File: src/rtl/pulse_synth.sv
// Multi-channel pulse-wave tone generator: per-channel period counter, 8-step duty
// sequencer and decaying envelope, mixed one channel per cycle into a signed sample.
module pulse_synth #(
  parameter int NUM_CH   = 4,
  parameter int PERIOD_W = 16,
  parameter int VOL_W    = 5,
  parameter int OUT_W    = 24,
  localparam int CH_W    = (NUM_CH > 1) ? $clog2(NUM_CH) : 1
) (
  input  logic                clk,
  input  logic                rst,
  input  logic                wr_en,
  input  logic [CH_W-1:0]     wr_ch,
  input  logic [1:0]          wr_addr,
  input  logic [PERIOD_W-1:0] wr_data,
  input  logic                sample_tick,
  output logic [OUT_W-1:0]    sample,
  output logic                sample_valid,
  output logic                overrun,
  output logic [1:0]          mix_state
);
  localparam int ACC_W = VOL_W + 1 + CH_W;
  localparam int SHIFT = OUT_W - ACC_W;

  // Handshake: sample_tick is a bare strobe with no ready; a tick seen outside IDLE
  // is dropped and flagged on overrun. sample_valid is high for exactly one cycle.
  typedef enum logic [1:0] {IDLE = 2'd0, ACCUM = 2'd1, DONE = 2'd2} state_t;
  state_t state, state_nx;

  logic [PERIOD_W-1:0]     period   [NUM_CH];
  logic [PERIOD_W-1:0]     cnt      [NUM_CH];
  logic [VOL_W-1:0]        vol      [NUM_CH];
  logic [2:0]              duty     [NUM_CH];
  logic [2:0]              step     [NUM_CH];
  logic [3:0]              env_rate [NUM_CH];
  logic [3:0]              env_div  [NUM_CH];
  logic                    env_en   [NUM_CH];
  logic                    ch_en    [NUM_CH];
  logic                    sel      [NUM_CH];
  logic                    env_hit  [NUM_CH];
  logic signed [ACC_W-1:0] contrib  [NUM_CH];
  logic signed [ACC_W-1:0] snap     [NUM_CH];
  logic signed [ACC_W-1:0] acc;
  logic signed [ACC_W-1:0] acc_sum;
  logic [CH_W-1:0]         idx;
  logic                    wr_ok;
  logic                    last;

  assign wr_ok   = wr_en && (int'(wr_ch) < NUM_CH);
  assign acc_sum = acc + snap[idx];
  assign last    = (idx == CH_W'(NUM_CH - 1));

  always_comb begin
    for (int c = 0; c < NUM_CH; c++) begin
      sel[c]     = wr_ok && (wr_ch == CH_W'(c));
      env_hit[c] = ({1'b0, env_div[c]} + 5'd1) >=
                   {1'b0, ((env_rate[c] == 4'd0) ? 4'd1 : env_rate[c])};
      contrib[c] = '0;
      if (ch_en[c] && period[c] != '0) begin
        if (step[c] <= duty[c]) contrib[c] = $signed(ACC_W'(vol[c]));
        else                    contrib[c] = -$signed(ACC_W'(vol[c]));
      end
    end
  end

  always_ff @(posedge clk or posedge rst) begin
    if (rst) begin
      for (int c = 0; c < NUM_CH; c++) begin
        period[c]   <= '0;
        cnt[c]      <= PERIOD_W'(1);
        vol[c]      <= '0;
        duty[c]     <= '0;
        step[c]     <= '0;
        env_rate[c] <= '0;
        env_div[c]  <= '0;
        env_en[c]   <= 1'b0;
        ch_en[c]    <= 1'b0;
      end
    end else begin
      for (int c = 0; c < NUM_CH; c++) begin
        if (sel[c]) begin
          case (wr_addr)
            2'd0: period[c] <= wr_data;
            2'd2: duty[c]   <= wr_data[2:0];
            2'd3: begin
              env_rate[c] <= wr_data[5:2];
              env_en[c]   <= wr_data[1];
              ch_en[c]    <= wr_data[0];
            end
            default: ;
          endcase
        end
        // The counter always compares against the live period, so a period
        // rewrite shortens or stretches the step already in progress.
        if (period[c] == '0 || !ch_en[c]) begin
          cnt[c]  <= PERIOD_W'(1);
          step[c] <= 3'd0;
        end else if (cnt[c] >= period[c]) begin
          cnt[c]  <= PERIOD_W'(1);
          step[c] <= step[c] + 3'd1;
        end else begin
          cnt[c] <= cnt[c] + PERIOD_W'(1);
        end
        if (sel[c] && wr_addr == 2'd1) begin
          vol[c]     <= wr_data[VOL_W-1:0];
          env_div[c] <= '0;
        end else if (env_en[c] && sample_tick) begin
          if (env_hit[c]) begin
            env_div[c] <= '0;
            if (vol[c] != '0) vol[c] <= vol[c] - VOL_W'(1);
          end else begin
            env_div[c] <= env_div[c] + 4'd1;
          end
        end
      end
    end
  end

  always_ff @(posedge clk or posedge rst) begin
    if (rst) state <= IDLE;
    else     state <= state_nx;
  end

  always_comb begin
    state_nx = state;
    case (state)
      IDLE:    if (sample_tick) state_nx = ACCUM;
      ACCUM:   if (last) state_nx = DONE;
      DONE:    state_nx = IDLE;
      default: state_nx = IDLE;
    endcase
  end

  always_comb begin
    sample_valid = (state == DONE);
    mix_state    = state;
  end

  always_ff @(posedge clk or posedge rst) begin
    if (rst) begin
      acc     <= '0;
      idx     <= '0;
      sample  <= '0;
      overrun <= 1'b0;
      for (int c = 0; c < NUM_CH; c++) snap[c] <= '0;
    end else begin
      if (wr_ok && wr_addr == 2'd3) overrun <= 1'b0;
      if (sample_tick && state != IDLE) overrun <= 1'b1;
      case (state)
        IDLE: if (sample_tick) begin
          for (int c = 0; c < NUM_CH; c++) snap[c] <= contrib[c];
          acc <= '0;
          idx <= '0;
        end
        ACCUM: begin
          acc <= acc_sum;
          idx <= idx + CH_W'(1);
          // Registered on the last add so it is already stable while DONE strobes.
          if (last) sample <= OUT_W'(acc_sum) << SHIFT;
        end
        default: ;
      endcase
    end
  end
endmodule
File: config.mk
export PLATFORM = sky130hd
export DESIGN_NAME = pulse_synth
export DESIGN_NICKNAME = d
export VERILOG_FILES = /design/src/rtl/pulse_synth.sv
export SDC_FILE = /design/constraint.sdc
export NUM_CORES = 1
export LEC_CHECK = 0
export BUFFER_PORTS_ARGS = -buffer_cell sky130_fd_sc_hd__buf_2
export CAP_MARGIN = 25
export CORE_UTILIZATION = 45
export DETAILED_ROUTE_END_ITERATION = 16
export GPL_TIMING_DRIVEN = 0
export PLACE_DENSITY = 0.67
export RECOVER_POWER = 25
export SLEW_MARGIN = 40
export SYNTH_ARGS = -nofsm -noshare
export SYNTH_HDL_FRONTEND = slang
export SYNTH_SLANG_ARGS = --single-unit
File: constraint.sdc
create_clock -name clk -period 8.4 [get_ports clk]
set_input_delay 0.84 -clock clk [delete_from_list [all_inputs] [get_ports clk]]
set_output_delay 0.84 -clock clk [all_outputs]
set_load 0.02 [all_outputs]
# [Word level (Yosys, flattened, before mapping)]
# Cells that the tools add are included.
[word_totals] ff_bits=265 output_inout_bits=28 elab_cells=248
[classes] add_sub_neg=26 order_cmp=13 n_eq_ne=11 mux=68 n_bitwise=1 reduce_logical=84
[ops] operator="$mux W16" count=8
[ops] operator="$mux W8" count=11
[ops] operator="$mux W5" count=16
[ops] operator="$add A16 B1 Y16 const B" count=4
[ops] operator="$ge A16 B16 Y1" count=4
[ops] operator="$logic_not A16 Y1" count=4
[ops] operator="$mux W4" count=16
[ops] operator="$reduce_bool A16 Y1" count=4
[ops] operator="$reduce_bool A2 Y1" count=19
[ops] operator="$neg A5 Y8" count=4
[ops] operator="$reduce_and A2 Y1" count=16
[ops] operator="$mux W3" count=8
[ops] operator="$add A4 B1 Y5 const B" count=4
[ops] operator="$ge A5 B4 Y1" count=4
[ops] operator="$reduce_bool A5 Y1" count=4
[ops] operator="$sub A5 B1 Y5 const B" count=4
[ops] operator="$logic_and A1 B1 Y1" count=18
[ops] operator="$add A4 B1 Y4 const B" count=4
[ops] operator="$bmux W8 S2" count=1
[ops] operator="$logic_not A4 Y1" count=4
[ops] operator="$pmux W8 S2" count=1
[ops] operator="$add A3 B1 Y3 const B" count=4
[ops] operator="$eq A2 B2 Y1 const B" count=6
[ops] operator="$le A3 B3 Y1" count=4
[ops] operator="other kinds (13)" count=31

# [Longest topological paths before layout]
# Gate-level depths: netlist (run 1).
[depth] ltp_word=6 ltp_mapped=10

# [Worst setup path before layout (run 1)]
# OpenSTA, ideal clock, no wires.
[synth_path] kind="register to register" from="register idx[1]" to="register acc[6]" setup_time_ns=0.134 arrival_ns=2.531 t_required_ns=8.266 slack_ns=5.735 stages_incl_launch_ff=11 n_path_buf=1 path_cell_list="dfrtp_1 > buf_2 > mux4_2 > ha_1 > fa_1 > a21o_1 > a21oi_1 > o21bai_1 > a21oi_1 > xor2_1 > o21ai_0"
[synth_via] elab_chain_len=6
[synth_rtl] item="start, declared" line_no="45" text="logic [CH_W-1:0] idx;"
[synth_rtl] item="start signal, assigned" line_no="157" text="idx <= idx + CH_W'(1);"
[synth_rtl] item="$not A2 Y3 (implied by the code)" line_no="50" text="assign acc_sum = acc + snap[idx];"
[synth_rtl] item="$bmux W8 S2" line_no="50"
[synth_rtl] item="$mux W8 (implied by the code) (2 in a row)" line_no="50"
[synth_rtl] item="$add A8 B8 Y8" line_no="50"
[synth_rtl] item="$pmux W8 S2" line_no="149" text="case (state)"
[synth_rtl] item="end signal, assigned" line_no="156" text="acc <= acc_sum;"
[synth_rtl] item="end, declared" line_no="43" text="logic signed [ACC_W-1:0] acc;"
# Every way passes these cells. The select of a mux whose other input is x is not followed.
# A chain may end at the register's enable or synchronous reset.

==> results of run 1 <==
worst max-delay path by stage:
stage / slack [ns] / startpoint / end
floorplan: 0.27 / rst / acc[0]
global placement: -2.80 / rst / cnt[42]
detailed placement: 5.43 / idx[1] / acc[6]
CTS: 5.43 / idx[1] / acc[6]
global route: 3.55 / rst / cnt[19]
finish: 4.48 / rst / cnt[61]
registers in the layout (all words and copies together) (netlist names):
name	count
period	64
step	12
mix_state	2
overrun	1
cnt	64
vol	20
env_div	16
env_en	4
duty	12
ch_en	4
idx	2
acc	8
snap	32
sample	8
env_rate	16
cell type report:
cell class,count,area (um^2),share of cell area [%]
plain buffers,57,312.8,1.895
repair buffers,37,251.5,1.524
well taps,435,544.3,3.297
clock buffers,44,894.6,5.420
multi-input cells,1057,7302,44.24
diodes,3,7.507,0.04548
flip-flops and latches,265,6636,40.20
inverters,125,470.5,2.850
clock inverters,7,87.58,0.5306
routing by layer:
metal / vias to the layer above / routed length (um) / share of wire, %
li1: 5274 / - / -
met1: 5190 / 15890 / 48
met2: 176 / 15080 / 45
met3: 46 / 1515 / 4.6
met4: 2 / 657 / 2.0
met5: - / 17 / 0.051
critical path, cell delays in order:
cell	delay (ns)
sky130_fd_sc_hd__buf_2	0.10
sky130_fd_sc_hd__clkinvlp_2	1.22
sky130_fd_sc_hd__clkbuf_1	1.84
kinds of logic (layout without fill, tap and decap cells):
| group | after synthesis | after routing |
|---|---|---|
| and+or+nand+nor | 509 | 509 |
| other | 1 | 19 |
| xor gates and xnor gates | 87 | 87 |
| buffers and inverters | 182 | 270 |
| AOI/OAI and AO/OA | 223 | 223 |
| adders and majority gates | 121 | 121 |
| muxes | 101 | 101 |
| DFF | 265 | 265 |
where the power goes:
group | total (mW) | internal [mW] | switching, mW
Combinational | 1.35 | 0.591 | 0.763
Clock | 1.31 | 0.789 | 0.522
Sequential | 1.79 | 1.57 | 0.219
placed cells by master (no fill, tap or decap), types with 17 or more instances in the layout:
cell,Yosys,routed
sky130_fd_sc_hd__dfrtp_1,261,261
sky130_fd_sc_hd__nand2_1,173,173
sky130_fd_sc_hd__nor2_1,126,126
sky130_fd_sc_hd__inv_1,125,124
sky130_fd_sc_hd__ha_1,120,120
sky130_fd_sc_hd__o21ai_0,88,88
sky130_fd_sc_hd__mux2_2,84,84
sky130_fd_sc_hd__a21oi_1,60,60
sky130_fd_sc_hd__nand3_1,52,52
sky130_fd_sc_hd__buf_2,17,50
sky130_fd_sc_hd__xor2_1,50,50
sky130_fd_sc_hd__xnor2_1,37,37
sky130_fd_sc_hd__clkbuf_16,0,31
sky130_fd_sc_hd__clkbuf_1,22,27
sky130_fd_sc_hd__nor4_1,24,24
sky130_fd_sc_hd__nand4_1,24,24
sky130_fd_sc_hd__nor3_1,17,17
==> flow_summary.json, run 1 <==
{
  "netlist_instances": 1489,
  "synth_edf_count": 0,
  "cap_violations": 2,
  "ys.flop_type": "sky130_fd_sc_hd__dfrtp_1",
  "preCtsSetupSlack_ns": 5.425,
  "netlist.top_cell.by_area": "sky130_fd_sc_hd__dfrtp_1",
  "worst_hold_path.endpoint": "overrun",
  "path_max_fanout": 48,
  "routed_wl_um": 33160,
  "clockBufferDepth": 3,
  "grt_overflow": 0,
  "cts.root.buffer_cell": "sky130_fd_sc_hd__clkbuf_16",
  "ys_seq_area_share_pct": 45.26,
  "fp-row-count": 65,
  "gp_congestion": 0.8628,
  "hold_buffers": 0,
  "synth.cell_area_mm2": 0.01466,
  "detailed_routing_iteration_count_for_the_pre_antenna_repair_pass": 5,
  "synth_compound_area_share_pct": 9.276,
  "grtUsageMet1_pct": 28.57,
  "worst_clock_skew_ns": 0.01249,
  "drt.antenna.violating_nets": 0,
  "synth_top_area_share_pct": 44.55,
  "maxSlewHeadroom_pct": -65.75,
  "clock_tree_from_tritoncts": "yes",
  "grt_most_used_layer": "met2",
  "clock_latency_at_the_later_pin_of_the_worst_skew_pair_ns": 0.56,
  "ios": 52,
  "run_status": "complete, but fails checks",
  "totalNegativeSetupSlack_ns": 0,
  "final_hold_viol_count": 0,
  "yosys-mux-area-fraction_pct": 8.295,
  "data_required_critical_path_ns": 8.54,
  "netlist_top_cells_area": "sky130_fd_sc_hd__dfrtp_1 (45%), sky130_fd_sc_hd__ha_1 (10%), sky130_fd_sc_hd__mux2_2 (6.5%), sky130_fd_sc_hd__nand2_1 (4.4%), sky130_fd_sc_hd__nor2_1 (3.2%)",
  "htreeDepth": 1,
  "postLayoutSetupSlackWorst_ns": 4.476,
  "r2r_startpoint": "idx[1]",
  "power_density_mw_per_mm2": 269.6,
  "grt_pass1_vias": 10480,
  "synthTopCellsByCount": "sky130_fd_sc_hd__dfrtp_1 (261), sky130_fd_sc_hd__nand2_1 (173), sky130_fd_sc_hd__nor2_1 (126)",
  "detailed_route_iter0_violations": 668,
  "asyncSetResetFlopFracSynth_pct": 100.0,
  "synth.ff_latch_count": 265,
  "cts.sink_count": 265,
  "cellLeakagePower_nw": 7.803,
  "basic_gate_share_of_the_synthesized_area_counting_and_or_nand_and_nor_cells_pct": 16.25,
  "post_cts_resized": 0,
  "grtUsageTotal_pct": 20.49,
  "worst_setup_path_start_kind": "input port",
  "die_w_um": 182.5,
  "fin_crit_ns": 3.924,
  "min_delay_path_depth": 2,
  "floorplan.initialDensity_pct": 46.11,
  "criticalPathCategory": "input port to asynchronous set/reset pin",
  "nets": 1718,
  "numCtsBuffers": 30,
  "area_growth_syn_to_layout_pct": 12.59,
  "layout_cell_share_with_drive_strength_beyond_1_pct": 15.08,
  "synth-xor-area-share_pct": 5.197,
  "stdcell_area_mm2": 0.01651,
  "syn_avg_cell_area_um2": 9.847,
  "postCtsSetupRepairBufs": 0,
  "holdWs_ns": 0.4645,
  "hold_path_startpoint": "overrun",
  "final.fill_count": 2870,
  "grt_pass1_wl_um": 54820,
  "met2_usage_pct": 33.27,
  "timing.hold.worst.class": "flip-flop to flip-flop",
  "critPathArrivalTime_ns": 4.06,
  "placed_cell_area_mm2": 0.01555,
  "yosys_warnings": 0,
  "worstMarginPinSlew_ns": 2.486,
  "rsz0062_at_grt": "false",
  "antenna_found_initial": 4,
  "critical_path.endpoint_type": "asynchronous set/reset pin",
  "min_period_over_period_pct": 46.72,
  "clock_transition_at_the_registers_of_the_reported_paths_ns": 0.06,
  "rr_endpoint": "acc[6]",
  "synthDistinctLibCells": 56,
  "failed_checks": "capacitance limit, slew limit",
  "die_h_um": 182.5,
  "flop2flop_setup_slack_ns": 5.46,
  "core_mm2": 0.03180,
  "dpl_hpwl_um": 24150,
  "clock.fmax_ghz": 0.2548,
  "die_area_mm2": 0.03331,
  "max-vdd-ir-drop_mv": 0.1713,
  "timing_max_transition_violations_final": 96,
  "route.detailed.drc": 0,
  "final_cells": 2030,
  "global_route.usage.met3_pct": 3.472,
  "synth_top_family_by_area": "simple AND/OR/NAND/NOR gates",
  "vias_per_cell": 5.265,
  "finalSetupViolations": 0,
  "pin_count_of_the_biggest_net_entering_global_routing": 66,
  "place.detailed.instances": 1976,
  "vias": 10690,
  "finish.utilization_pct": 51.91,
  "total_power_mw": 4.451,
  "port-buffer-count": 33,
  "worst-r2r-cell-count": 10,
  "wire_per_inst_um": 16.33,
  "area_share_of_fa_ha_maj_cells_after_synthesis_pct": 10.38,
  "synth.most_common_cell": "sky130_fd_sc_hd__dfrtp_1"
}
No activity file was read; power rests on OpenSTA's default activity.
==> inputs of run 2 (changes only) <==
==> constraint.sdc (replaced) <==
create_clock -name clk -period 3.5 [get_ports clk]
set_input_delay 0.35 -clock clk [delete_from_list [all_inputs] [get_ports clk]]
set_output_delay 0.35 -clock clk [all_outputs]
set_load 0.02 [all_outputs]
==> flow_summary.json, run 2 (synthesized netlist as in run 1, its figures left out) <==
{
  "clock.fmax_ghz": 0.3346,
  "dpl_hpwl_um": 24740,
  "ios": 52,
  "layout_cell_share_with_drive_strength_beyond_1_pct": 14.92,
  "numCtsBuffers": 29,
  "cellLeakagePower_nw": 7.837,
  "worst_clock_skew_ns": 0.01596,
  "rr_endpoint": "sample[22]",
  "power_density_mw_per_mm2": 643.5,
  "timing_max_transition_violations_final": 0,
  "detailed_routing_iteration_count_for_the_pre_antenna_repair_pass": 5,
  "finalSetupViolations": 0,
  "critPathArrivalTime_ns": 3.40,
  "preCtsSetupSlack_ns": 0.5321,
  "combPwrFrac_pct": 30.5,
  "port-buffer-count": 33,
  "grtUsageMet1_pct": 28.03,
  "vias": 10810,
  "route.detailed.drc": 0,
  "grt_overflow": 0,
  "worst_hold_path.endpoint": "period[52]",
  "finish.utilization_pct": 52.21,
  "p_sw_mw": 3.614,
  "wire_per_inst_um": 16.45,
  "max-vdd-ir-drop_mv": 0.3987,
  "routed_wl_um": 33560,
  "pin_count_of_the_biggest_net_entering_global_routing": 27,
  "drt.antenna.violating_nets": 0,
  "critical_path.endpoint_type": "flip-flop",
  "criticalPathCategory": "flip-flop to flip-flop",
  "worstMarginPinSlew_ns": 1.339,
  "path_max_fanout": 9,
  "post_cts_resized": 0,
  "maxSlewHeadroom_pct": 10.73,
  "cts.root.buffer_cell": "sky130_fd_sc_hd__clkbuf_16",
  "gp_congestion": 0.8403,
  "run_status": "complete, no violations",
  "postCtsSetupRepairBufs": 0,
  "mostFrequentLayoutCell": "sky130_fd_sc_hd__dfrtp_1",
  "detailed_route_iter0_violations": 525,
  "final_cells": 2040,
  "hold_path_startpoint": "wr_data[4]",
  "met2_usage_pct": 33.71,
  "cts.sink_count": 265,
  "worst-r2r-cell-count": 10,
  "clock_tree_from_tritoncts": "yes",
  "r2r_startpoint": "idx[1]",
  "total_power_mw": 10.68,
  "area_growth_syn_to_layout_pct": 13.23,
  "fin_crit_ns": 2.988,
  "final_hold_viol_count": 0,
  "fp-row-count": 65,
  "timing.hold.worst.class": "input port to flip-flop",
  "clockBufferDepth": 3,
  "seq_power_share_pct": 40.2,
  "nets": 1726,
  "data_required_critical_path_ns": 3.91,
  "die_w_um": 182.5,
  "grt_pass1_wl_um": 55140,
  "grt_pass1_vias": 10650,
  "postLayoutSetupSlackWorst_ns": 0.5116,
  "power_report.internal_total_mw": 7.069,
  "p_sw_share_pct": 33.83,
  "clock_latency_at_the_later_pin_of_the_worst_skew_pair_ns": 0.55,
  "core_mm2": 0.03180,
  "min_delay_path_depth": 2,
  "htreeDepth": 1,
  "antenna_found_initial": 5,
  "place.detailed.instances": 1984,
  "grtUsageTotal_pct": 20.62,
  "rsz0062_at_grt": "false",
  "min_period_over_period_pct": 85.38,
  "die_area_mm2": 0.03331,
  "vias_per_cell": 5.297,
  "worst_setup_path_start_kind": "flip-flop",
  "floorplan.initialDensity_pct": 46.11,
  "flop2flop_setup_slack_ns": 0.51,
  "clock_transition_at_the_registers_of_the_reported_paths_ns": 0.06,
  "cap_violations": 0,
  "mostFrequentLayoutCells": "sky130_fd_sc_hd__dfrtp_1 (261), sky130_fd_sc_hd__nand2_1 (173), sky130_fd_sc_hd__nor2_1 (126)",
  "die_h_um": 182.5,
  "final.fill_count": 2839,
  "clkPwrFrac_pct": 29.3,
  "reg.largest.list": "cnt (64), period (64), snap (32)",
  "grt_most_used_layer": "met2",
  "global_route.usage.met3_pct": 3.053
}
-- run 2: changes by cell type in the layout (fill, tap and decap cells not counted), sizes merged --
cell | previous run | this run
dlygate4sd3 | 0 | 1
inv | 124 | 125
clkinv | 4 | 6
clkinvlp | 2 | 1
buf | 71 | 72
clkbuf | 67 | 71
bufinv | 2 | 4
-- run 2: how the worst max path moves through the flow --
| stage | start | end | slack [ns] | cells after the start |
|---|---|---|---|---|
| after floorplan | rst | acc[0] | -0.34 | 1 |
| after global placement | rst | cnt[43] | -1.98 | 2 |
| after detailed placement | idx[1] | acc[6] | 0.53 | 10 |
| after CTS | idx[1] | sample[22] | 0.51 | 10 |
| after global routing | rst | env_div[0] | 0.19 | 5 |
| final | idx[1] | sample[22] | 0.51 | 10 |
-- run 2: power by group through the flow --
stage	combinational, mW	clock, mW	sequential [mW]
finish	3.26	3.14	4.29
global route	3.71	3.31	4.38
CTS	3.30	3.19	4.28
detailed placement	3.27	0	4.32
global placement	3.10	0	4.30
floorplan	2.44	0	4.23
-- run 2: critical path: stages (launching register included) --
cell	delay [ns]
sky130_fd_sc_hd__dfrtp_1	0.35
sky130_fd_sc_hd__buf_2	0.30
sky130_fd_sc_hd__mux4_2	0.57
sky130_fd_sc_hd__ha_1	0.23
sky130_fd_sc_hd__fa_1	0.41
sky130_fd_sc_hd__a21o_1	0.20
sky130_fd_sc_hd__a21oi_1	0.21
sky130_fd_sc_hd__o21bai_1	0.09
sky130_fd_sc_hd__a21oi_1	0.18
sky130_fd_sc_hd__xor2_1	0.20
sky130_fd_sc_hd__o21ai_0	0.10
-- run 2: final cells by class --
type                            count  area, um^2  share of cell area, %
Multi-Input combinational cell   1057        7302                  43.99
Sequential cell                   265        6636                  39.98
Clock buffer                       41       800.8                  4.824
Tap cell                          435       544.3                  3.279
Inverter                          125       470.5                  2.834
Timing Repair Buffer               46       367.9                  2.216
Buffer                             57       312.8                  1.884
Clock inverter                     11       158.9                 0.9572
Antenna cell                        3       7.507                0.04522
-- run 2: per-layer routing --
layer / up-vias / wire length (um)
li1: 5298 / -
met1: 5251 / 15740
met2: 195 / 15440
met3: 60 / 1444
met4: 2 / 919
met5: - / 11
-- run 2: timing repair --
item                                    in CTS  in global routing
endpoints found under the hold margin       43                  0
hold buffers                                 1                  0
endpoints found under the setup margin       0                  0
-- run 2: stage by stage --
stage / instance area [um^2] / setup TNS (ns) / hold slack (ns)
2_1_floorplan: 14720 / -89.85 / 0.4379
3_3_place_gp: 15430 / -512.53 / 0.4572
3_5_place_dp: 15710 / 0 / 0.2931
4_1_cts: 16680 / 0 / 0.05943
5_1_grt: 16600 / 0 / 0.07981
6_report: 16600 / 0 / 0.07355
